<file path="config.mk">
export PLATFORM = sky130hd
export DESIGN_NAME = load_writeback_unit
export DESIGN_NICKNAME = d
export VERILOG_FILES = /design/src/rtl/load_writeback_unit.sv
export SDC_FILE = /design/constraint.sdc
export NUM_CORES = 1
export LEC_CHECK = 0
export ABC_AREA = 1
export CORE_UTILIZATION = 54
export CTS_BUF_LIST = sky130_fd_sc_hd__clkbuf_16
export DETAILED_ROUTE_END_ITERATION = 7
export GPL_TIMING_DRIVEN = 0
export MAX_ROUTING_LAYER = met4
export PLACE_DENSITY_LB_ADDON = 0.15
export SLEW_MARGIN = 20
export SYNTH_ARGS = -nofsm -noshare
export SYNTH_HDL_FRONTEND = slang
export SYNTH_SLANG_ARGS = --single-unit
</file>
<file path="constraint.sdc">
create_clock -name clk -period 2.07 [get_ports clk]
set_input_delay 0.414 -clock clk [delete_from_list [all_inputs] [get_ports clk]]
set_output_delay 0.414 -clock clk [all_outputs]
set_load 0.005 [all_outputs]
</file>
<file path="src/rtl/load_writeback_unit.sv">
// load_writeback_unit: merges ALU results and load completions onto the
// register file write port. It aligns and extends load data, holds one
// outstanding load and one stalled ALU result, and flags RAW hazards on
// destinations that are still pending.
module load_writeback_unit (
  input  logic        clk,
  input  logic        reset,
  input  logic        alu_valid,
  input  logic [4:0]  alu_rd,
  input  logic [31:0] alu_result,
  output logic        alu_ready,
  input  logic        ld_req,
  input  logic [4:0]  ld_rd,
  input  logic [2:0]  ld_funct3,
  input  logic [1:0]  ld_addr_lo,
  output logic        ld_ready,
  input  logic        mem_rvalid,
  input  logic [31:0] mem_rdata,
  input  logic [4:0]  rs1,
  input  logic [4:0]  rs2,
  output logic        hazard,
  output logic        write,
  output logic [4:0]  wrAddr,
  output logic [31:0] wrData
);

  typedef enum logic [0:0] {
    LD_IDLE = 1'b0,
    LD_WAIT = 1'b1
  } ld_state_t;

  ld_state_t   state_r;
  ld_state_t   state_nxt_s;

  logic [4:0]  ld_rd_r;
  logic [2:0]  ld_f3_r;
  logic [1:0]  ld_lo_r;

  logic        buf_valid_r;
  logic [4:0]  buf_rd_r;
  logic [31:0] buf_data_r;

  logic        ld_take_s;
  logic        ld_done_s;
  logic        ld_wr_s;
  logic        alu_take_s;
  logic        buf_fill_s;
  logic        buf_drain_s;
  logic        port_write_s;
  logic [4:0]  port_addr_s;
  logic [31:0] port_data_s;

  // Select the addressed byte/halfword of a little-endian word and extend it.
  // Any funct3 that is not a byte or halfword load is handled as LW.
  function automatic logic [31:0] load_align(input logic [2:0]  f3,
                                             input logic [1:0]  lo,
                                             input logic [31:0] raw);
    logic [7:0]  byte_v;
    logic [15:0] half_v;
    logic [31:0] res_v;
    case (lo)
      2'd0:    byte_v = raw[7:0];
      2'd1:    byte_v = raw[15:8];
      2'd2:    byte_v = raw[23:16];
      2'd3:    byte_v = raw[31:24];
      default: byte_v = raw[7:0];
    endcase
    if (lo[1]) begin
      half_v = raw[31:16];
    end else begin
      half_v = raw[15:0];
    end
    case (f3)
      3'b000:  res_v = {{24{byte_v[7]}}, byte_v};
      3'b001:  res_v = {{16{half_v[15]}}, half_v};
      3'b100:  res_v = {24'h00_0000, byte_v};
      3'b101:  res_v = {16'h0000, half_v};
      default: res_v = raw;
    endcase
    return res_v;
  endfunction

  // A nonzero source matching a pending destination must stall decode.
  function automatic logic src_hit(input logic [4:0] rs,
                                   input logic       ld_pend,
                                   input logic [4:0] ld_dst,
                                   input logic       buf_pend,
                                   input logic [4:0] buf_dst,
                                   input logic       wr_pend,
                                   input logic [4:0] wr_dst);
    logic hit_v;
    if (rs == 5'd0) begin
      hit_v = 1'b0;
    end else begin
      hit_v = (ld_pend && (rs == ld_dst)) ||
              (buf_pend && (rs == buf_dst)) ||
              (wr_pend && (rs == wr_dst));
    end
    return hit_v;
  endfunction

  assign ld_ready  = (state_r == LD_IDLE);
  assign alu_ready = ~buf_valid_r;
  assign ld_take_s = (state_r == LD_IDLE) && ld_req;
  assign ld_done_s = (state_r == LD_WAIT) && mem_rvalid;
  // A load to x0 completes without claiming the write port.
  assign ld_wr_s   = ld_done_s && (ld_rd_r != 5'd0);
  // ALU results for x0 are discarded outright; full-buffer arrivals are dropped.
  assign alu_take_s  = alu_valid && ~buf_valid_r && (alu_rd != 5'd0);
  assign buf_fill_s  = alu_take_s && ld_wr_s;
  assign buf_drain_s = buf_valid_r && ~ld_wr_s;

  // Load FSM state register.
  always_ff @(posedge clk or negedge reset) begin
    if (!reset) begin
      state_r <= LD_IDLE;
    end else begin
      state_r <= state_nxt_s;
    end
  end

  // Load FSM next state: wait for memory after an accepted request.
  always_comb begin
    state_nxt_s = state_r;
    case (state_r)
      LD_IDLE: begin
        if (ld_req) begin
          state_nxt_s = LD_WAIT;
        end else begin
          state_nxt_s = LD_IDLE;
        end
      end
      LD_WAIT: begin
        if (mem_rvalid) begin
          state_nxt_s = LD_IDLE;
        end else begin
          state_nxt_s = LD_WAIT;
        end
      end
      default: state_nxt_s = LD_IDLE;
    endcase
  end

  // Capture destination and access shape of the load when it is accepted.
  always_ff @(posedge clk or negedge reset) begin
    if (!reset) begin
      ld_rd_r <= 5'd0;
      ld_f3_r <= 3'd0;
      ld_lo_r <= 2'd0;
    end else if (ld_take_s) begin
      ld_rd_r <= ld_rd;
      ld_f3_r <= ld_funct3;
      ld_lo_r <= ld_addr_lo;
    end else begin
      ld_rd_r <= ld_rd_r;
      ld_f3_r <= ld_f3_r;
      ld_lo_r <= ld_lo_r;
    end
  end

  // Write-port arbitration: load completion, then buffered ALU, then live ALU.
  always_comb begin
    port_write_s = 1'b0;
    port_addr_s  = wrAddr;
    port_data_s  = wrData;
    if (ld_wr_s) begin
      port_write_s = 1'b1;
      port_addr_s  = ld_rd_r;
      port_data_s  = load_align(ld_f3_r, ld_lo_r, mem_rdata);
    end else if (buf_valid_r) begin
      port_write_s = 1'b1;
      port_addr_s  = buf_rd_r;
      port_data_s  = buf_data_r;
    end else if (alu_take_s) begin
      port_write_s = 1'b1;
      port_addr_s  = alu_rd;
      port_data_s  = alu_result;
    end else begin
      port_write_s = 1'b0;
    end
  end

  // Stall buffer for an ALU result that lost arbitration to a load.
  always_ff @(posedge clk or negedge reset) begin
    if (!reset) begin
      buf_valid_r <= 1'b0;
      buf_rd_r    <= 5'd0;
      buf_data_r  <= 32'h0000_0000;
    end else if (buf_fill_s) begin
      buf_valid_r <= 1'b1;
      buf_rd_r    <= alu_rd;
      buf_data_r  <= alu_result;
    end else if (buf_drain_s) begin
      buf_valid_r <= 1'b0;
    end else begin
      buf_valid_r <= buf_valid_r;
    end
  end

  // Registered write port; address and data hold between writes.
  always_ff @(posedge clk or negedge reset) begin
    if (!reset) begin
      write  <= 1'b0;
      wrAddr <= 5'd0;
      wrData <= 32'h0000_0000;
    end else begin
      write <= port_write_s;
      if (port_write_s) begin
        wrAddr <= port_addr_s;
        wrData <= port_data_s;
      end else begin
        wrAddr <= wrAddr;
        wrData <= wrData;
      end
    end
  end

  // Hazard against the outstanding load, the buffered ALU entry and the port.
  always_comb begin
    hazard = src_hit(rs1, state_r == LD_WAIT, ld_rd_r, buf_valid_r, buf_rd_r,
                     write, wrAddr) ||
             src_hit(rs2, state_r == LD_WAIT, ld_rd_r, buf_valid_r, buf_rd_r,
                     write, wrAddr);
  end

endmodule

</file>
=== After elaboration in Yosys (flattened, before gate mapping) ===
Cells that the tools add are included.

* Bits in registers: 87
* Input port bits: 94
* Output and inout port bits: 41
* Logic and storage cells: 71

* Equal/unequal tests: 12
* Multiplexer cells: 19
* Bitwise operators: 3
* Reductions and logical operators: 27

{| class="wikitable"
|+ Operators with widths
! operator !! count
|-
| $pmux 32 s4 || 1
|-
| $mux 32 || 3
|-
| $pmux 8 s4 || 1
|-
| $eq 5x5->1 || 6
|-
| $mux 16 || 1
|-
| $mux 5 || 3
|-
| $logic_and 1x1->1 || 13
|-
| $logic_not 5->1 || 2
|-
| $reduce_bool 5->1 || 2
|-
| $mux 1 || 9
|-
| $eq 3x3->1 const B || 2
|-
| $logic_or 1x1->1 || 5
|-
| $eq 2x2->1 const B || 2
|-
| $eq 3x1->1 const B || 1
|-
| $logic_not 3->1 || 1
|-
| $not 1->1 || 3
|-
| $reduce_bool 3->1 || 1
|-
| $eq 2x1->1 const B || 1
|-
| $logic_not 2->1 || 1
|-
| $pmux 1 s2 || 1
|-
| $reduce_and 2->1 || 1
|-
| $reduce_bool 2->1 || 1
|}

=== Logic depth before layout (Yosys ltp) ===
* Depth in word-level cells: 7
* Gate-level depth with buffers: 11
* Depth with buffers taken out: 10

=== Worst setup path after synthesis ===
No wires, ideal clock.

* Path type: in2out
* From: input rs1[2]
* To: output hazard
* Arrival: 0.945 ns
* Data required time: 1.656 ns
* Path slack: 0.711 ns
* Stages: 7
* Buffers on the path: 0
* Path through: inv_1 nor2_1 nor3_1 nand3_1 nand3_1 nand2_1 nand2_1

* Word-level cells in the longest chain between the ends: 6
* Elaborated cells between the ends (all ways): 11
* Classes of those cells: 3 x eq/ne; 1 x mux; 7 x reduce/logical

{| class="wikitable"
|+ Ends and longest elaborated chain
! what !! line !! source
|-
| start, declared || 19 || <nowiki>input logic [4:0] rs1,</nowiki>
|-
| $eq 5x5->1, on equally long branches || 95, 96 ||
|-
| $logic_and 1x1->1, on equally long branches || 95, 96 ||
|-
| $logic_or 1x1->1 || 95 || <nowiki>hit_v = (ld_pend && (rs == ld_dst)) ||</nowiki>
|-
| $logic_or 1x1->1 || 96 || <nowiki>(buf_pend && (rs == buf_dst)) ||</nowiki>
|-
| $mux 1 * || 92 || <nowiki>if (rs == 5'd0) begin</nowiki>
|-
| $logic_or 1x1->1 * || 221 || <nowiki>write, wrAddr) ||</nowiki>
|-
| end, declared || 21 || <nowiki>output logic hazard,</nowiki>
|}

Every way passes the cells marked *; elsewhere a longest branch is shown, timed or not.

=== Worst setup path after layout ===
* From: register buf_valid_r
* To: output alu_ready

* Word-level cells in the longest chain between the ends: 1

{| class="wikitable"
|+ Ends and longest elaborated chain
! what !! line !! source
|-
| start, declared || 39 || <nowiki>logic buf_valid_r;</nowiki>
|-
| start signal, assigned || 196 || <nowiki>buf_valid_r <= buf_valid_r;</nowiki>
|-
| $not 1->1 || 103 || <nowiki>assign alu_ready = ~buf_valid_r;</nowiki>
|-
| end, declared || 11 || <nowiki>output logic alu_ready,</nowiki>
|}

Every way passes these cells.

==> key figures <==
Final layout
  – # diodes: 0
  – Final core utilization: 76.6%
  – Net total in the final layout: 1,044
  – Layout cell share with drive strength beyond 1: 9.84%
  – Final Non-Filler Cells: 1,084
  – Post-synthesis to final-layout area growth: 35.2%

Worst setup path
  – Endpoint class of the critical path: output port
  – Critical path type: reg2out
  – Crit-path max FO: 17
  – Critical path arrival: 1.61 ns
  – CP Data Required Time: 1.66 ns
  – Critical Path Start Type: register

Global route
  – Met1 layer usage reported by global route: 46.5%
  – Sum of overflow across all layers after global routing: 0
  – Number of antenna violations at the first check in global routing: 0
  – Vias in the first global route: 5,712
  – Global-route wire length before repair: 28,000 µm
  – Most crowded layer after global routing: met2
  – GR Util met2: 60.3%
  – Pin count of the biggest net entering global routing: 46
  – Global Route Usage Sum: 36.5%
  – Met3 track utilization from global routing: 4.49%

Timing
  – Hold slack final: 0.0822 ns
  – Worst-Margin Slew: 0.606 ns
  – Worst slew margin relative to its limit: 59.6%
  – Highest clock rate: 494 MHz
  – Setup repair after global routing missed its margin: false
  – Hold violation count in the final report: 0
  – Number of setup violations in the final report: 0
  – Clock skew after layout: 0.00930 ns
  – Max-slew violation count: 0
  – Clock period minus worst slack: 2.02 ns
  – Fin crit share: 97.8%
  – Summed negative setup slack over all endpoints: 0 ns

Pwr
  – Total power per unit cell area: 889 nW/µm²
  – Peak ir drop on the vdd network: 0.628 mV
  – Leak pwr: 3.57 nW
  – Pwr Total: 0.00637 W

Floorplanning
  – Die boundary width: 101 µm
  – Y dimension of the die: 101 µm
  – Total Die Area: 10,200 µm²
  – Number of standard-cell rows in the floorplan: 35
  – Placeable core region: 9370 µm²
  – Top-level I/O count: 135
  – Initial core utilization: 56.6%

Placement
  – Placed cell count: 1,060
  – Number of port buffers: 134
  – Post-detail-place hpwl: 13,300 µm
  – Routability Congestion: 0.942

Logic synthesis
  – Cell taking the most area after synthesis: dfrtp_1
  – Cell area after synthesis: 5310 µm²
  – Netlist cell types: 26
  – Mean area per synthesized cell: 6.67 µm²
  – Portion of synthesized cell area occupied by the leading cell type: 41.0%
  – Number of warnings printed during yosys synthesis: 0
  – Cells after synthesis: 796
  – Synthesis-stage register bit count: 87
  – Syn nets: 890
  – Ranking of synthesized cells by area: dfrtp_1, nand2_1, o21ai_0
  – Part of the Yosys area used for sequential elements: 41.0%

Clock network
  – Count of hold buffers inserted by post-cts repair: 0
  – Insertion delay to the later sink of the worst-skew pair: 0.34 ns
  – Number of clock sinks seen by CTS: 87
  – Num CTS Buffers: 9
  – Clock-pin slew reported for the worst setup and hold paths after clock tree synthesis: 0.07 ns
  – Number of H-tree levels: 3
  – Clock root buffer master: clkbuf_16
  – TritonCTS clock tree: done
  – Maximum clock path buffer count: 2

Run
  – Max cap viols: 0

Worst hold path
  – Hold Path Class: in2async

Drt
  – Average detailed-routed wire length per instance: 16.1 µm
  – Detail-routed via count per cell: 5.56
  – Via count of the routed design: 6,030
  – Number of detailed-routing iterations run before antenna repair: 5
  – Final routed wirelength across all metal layers: 17,500 µm
  – Starting DRC count in detailed routing: 546
  – Post-route DRC violation count: 0
  – Number of routed nets with antenna violations: 0

Status
  – Run status: finished clean
-- synth_stat cells --
cell type,n
nand2_1,260
o21ai_0,96
dfrtp_1,87
inv_1,87
nor2_1,73
a21oi_1,66
nand3_1,39
buf_2,27
clkbuf_1,7
inv_2,7
nand4_1,7
o22ai_1,7
a31oi_1,6
buf_6,5
buf_4,4
o21ai_1,4
nand2_2,3
nand3b_1,3
inv_4,1
nand3_2,1
nand3_4,1
nand4_4,1
nor2_2,1
nor2_4,1
nor3_1,1
xor2_1,1
-- cell usage in the layout, fill, tap and decap left out, types with 14 or more instances in the layout --
master           instances
nand2_1                260
clkdlybuf4s50_1        122
o21ai_0                 94
dfrtp_1                 83
inv_1                   79
nor2_1                  73
a21oi_1                 65
nand3_1                 39
buf_2                   25
inv_2                   15
buf_4                   14
-- state kept, by name, summed over array words and instances, names as in the netlist --
signal,flops
buf_data_r,32
buf_rd_r,5
buf_valid_r,1
ld_f3_r,3
ld_lo_r,2
ld_rd_r,5
state_r,1
wrAddr,5
wrData,32
write,1
-- layer usage --
metal  share of wire [%]  vias to the layer above  routed length [µm]
met3                 8.2                       45                1440
met4                 2.8                        0                 497
li1                    -                     2836                   -
met5                   0                        -                   0
met1                  41                     2805                7150
met2                  48                      344                8380
-- cell type report --
class                           count  area (µm²)
Multi-Input combinational cell    571        2540
Fill cell                         757        2200
Sequential cell                    87        2180
Timing Repair Buffer              144        1410
Inverter                           95         362
Buffer                             42         245
Clock buffer                        9         225
Tap cell                          129         161
Clock inverter                      7        48.8
-- kinds of logic (layout without fill, tap and decap cells) --
logic type                Yosys count  after routing  synth area share (%)
AOI/OAI and AO/OA                 179            179                  17.2
xor gates and xnor gates            1              1                 0.165
buffers and inverters             138            297                  11.4
DFF                                87             87                  41.0
and+or+nand+nor                   391            391                  30.2
-- final timing paths --
path	from	to	slack, ns	depth (start not counted)
worst min register to register	wrData[4]	wrData[4]	0.48	2
min in group clk	wrData[4]	wrData[4]	0.48	2
worst min-delay path	reset	ld_rd_r[4]	0.08	1
max in group asynchronous	reset	buf_data_r[22]	1.35	2
worst max-delay path	buf_valid_r	alu_ready	0.05	3
worst max register to register	ld_rd_r[4]	buf_rd_r[1]	0.24	8
-- metrics by stage --
stage | cell area [µm²] | worst slack [ns]
after floorplan | 5310 | 0.711
after global placement | 6810 | -2.46
after detailed placement | 6830 | -0.532
after CTS | 7170 | 0.000468
after global routing | 7170 | 0.00652
final | 7170 | 0.0453
-- repair_timing --
| item | in CTS | in global routing |
|---|---|---|
| gates resized for setup | 22 | 12 |
| pin swaps | 2 | 2 |
| endpoints found under the setup margin | 2 | 1 |
| buffers inserted | 9 | 0 |
-- critical path, cell delays in order, from the launching register on --
cell and delay, ns:
dfrtp_1 0.36, buf_4 0.19, inv_4 0.19, clkdlybuf4s50_1 0.53
-- power breakdown --
part / switching [W] / total [W] / internal (W) / leakage (nW)
clock: 0.000699 / 0.00151 / 0.000813 / 0.129
sequential: 0.000290 / 0.00246 / 0.00217 / 1.03
combinational: 0.00132 / 0.00241 / 0.00109 / 2.41
total: 0.00231 / 0.00637 / 0.00407 / 3.57
No activity file was read; power rests on OpenSTA's default activity.
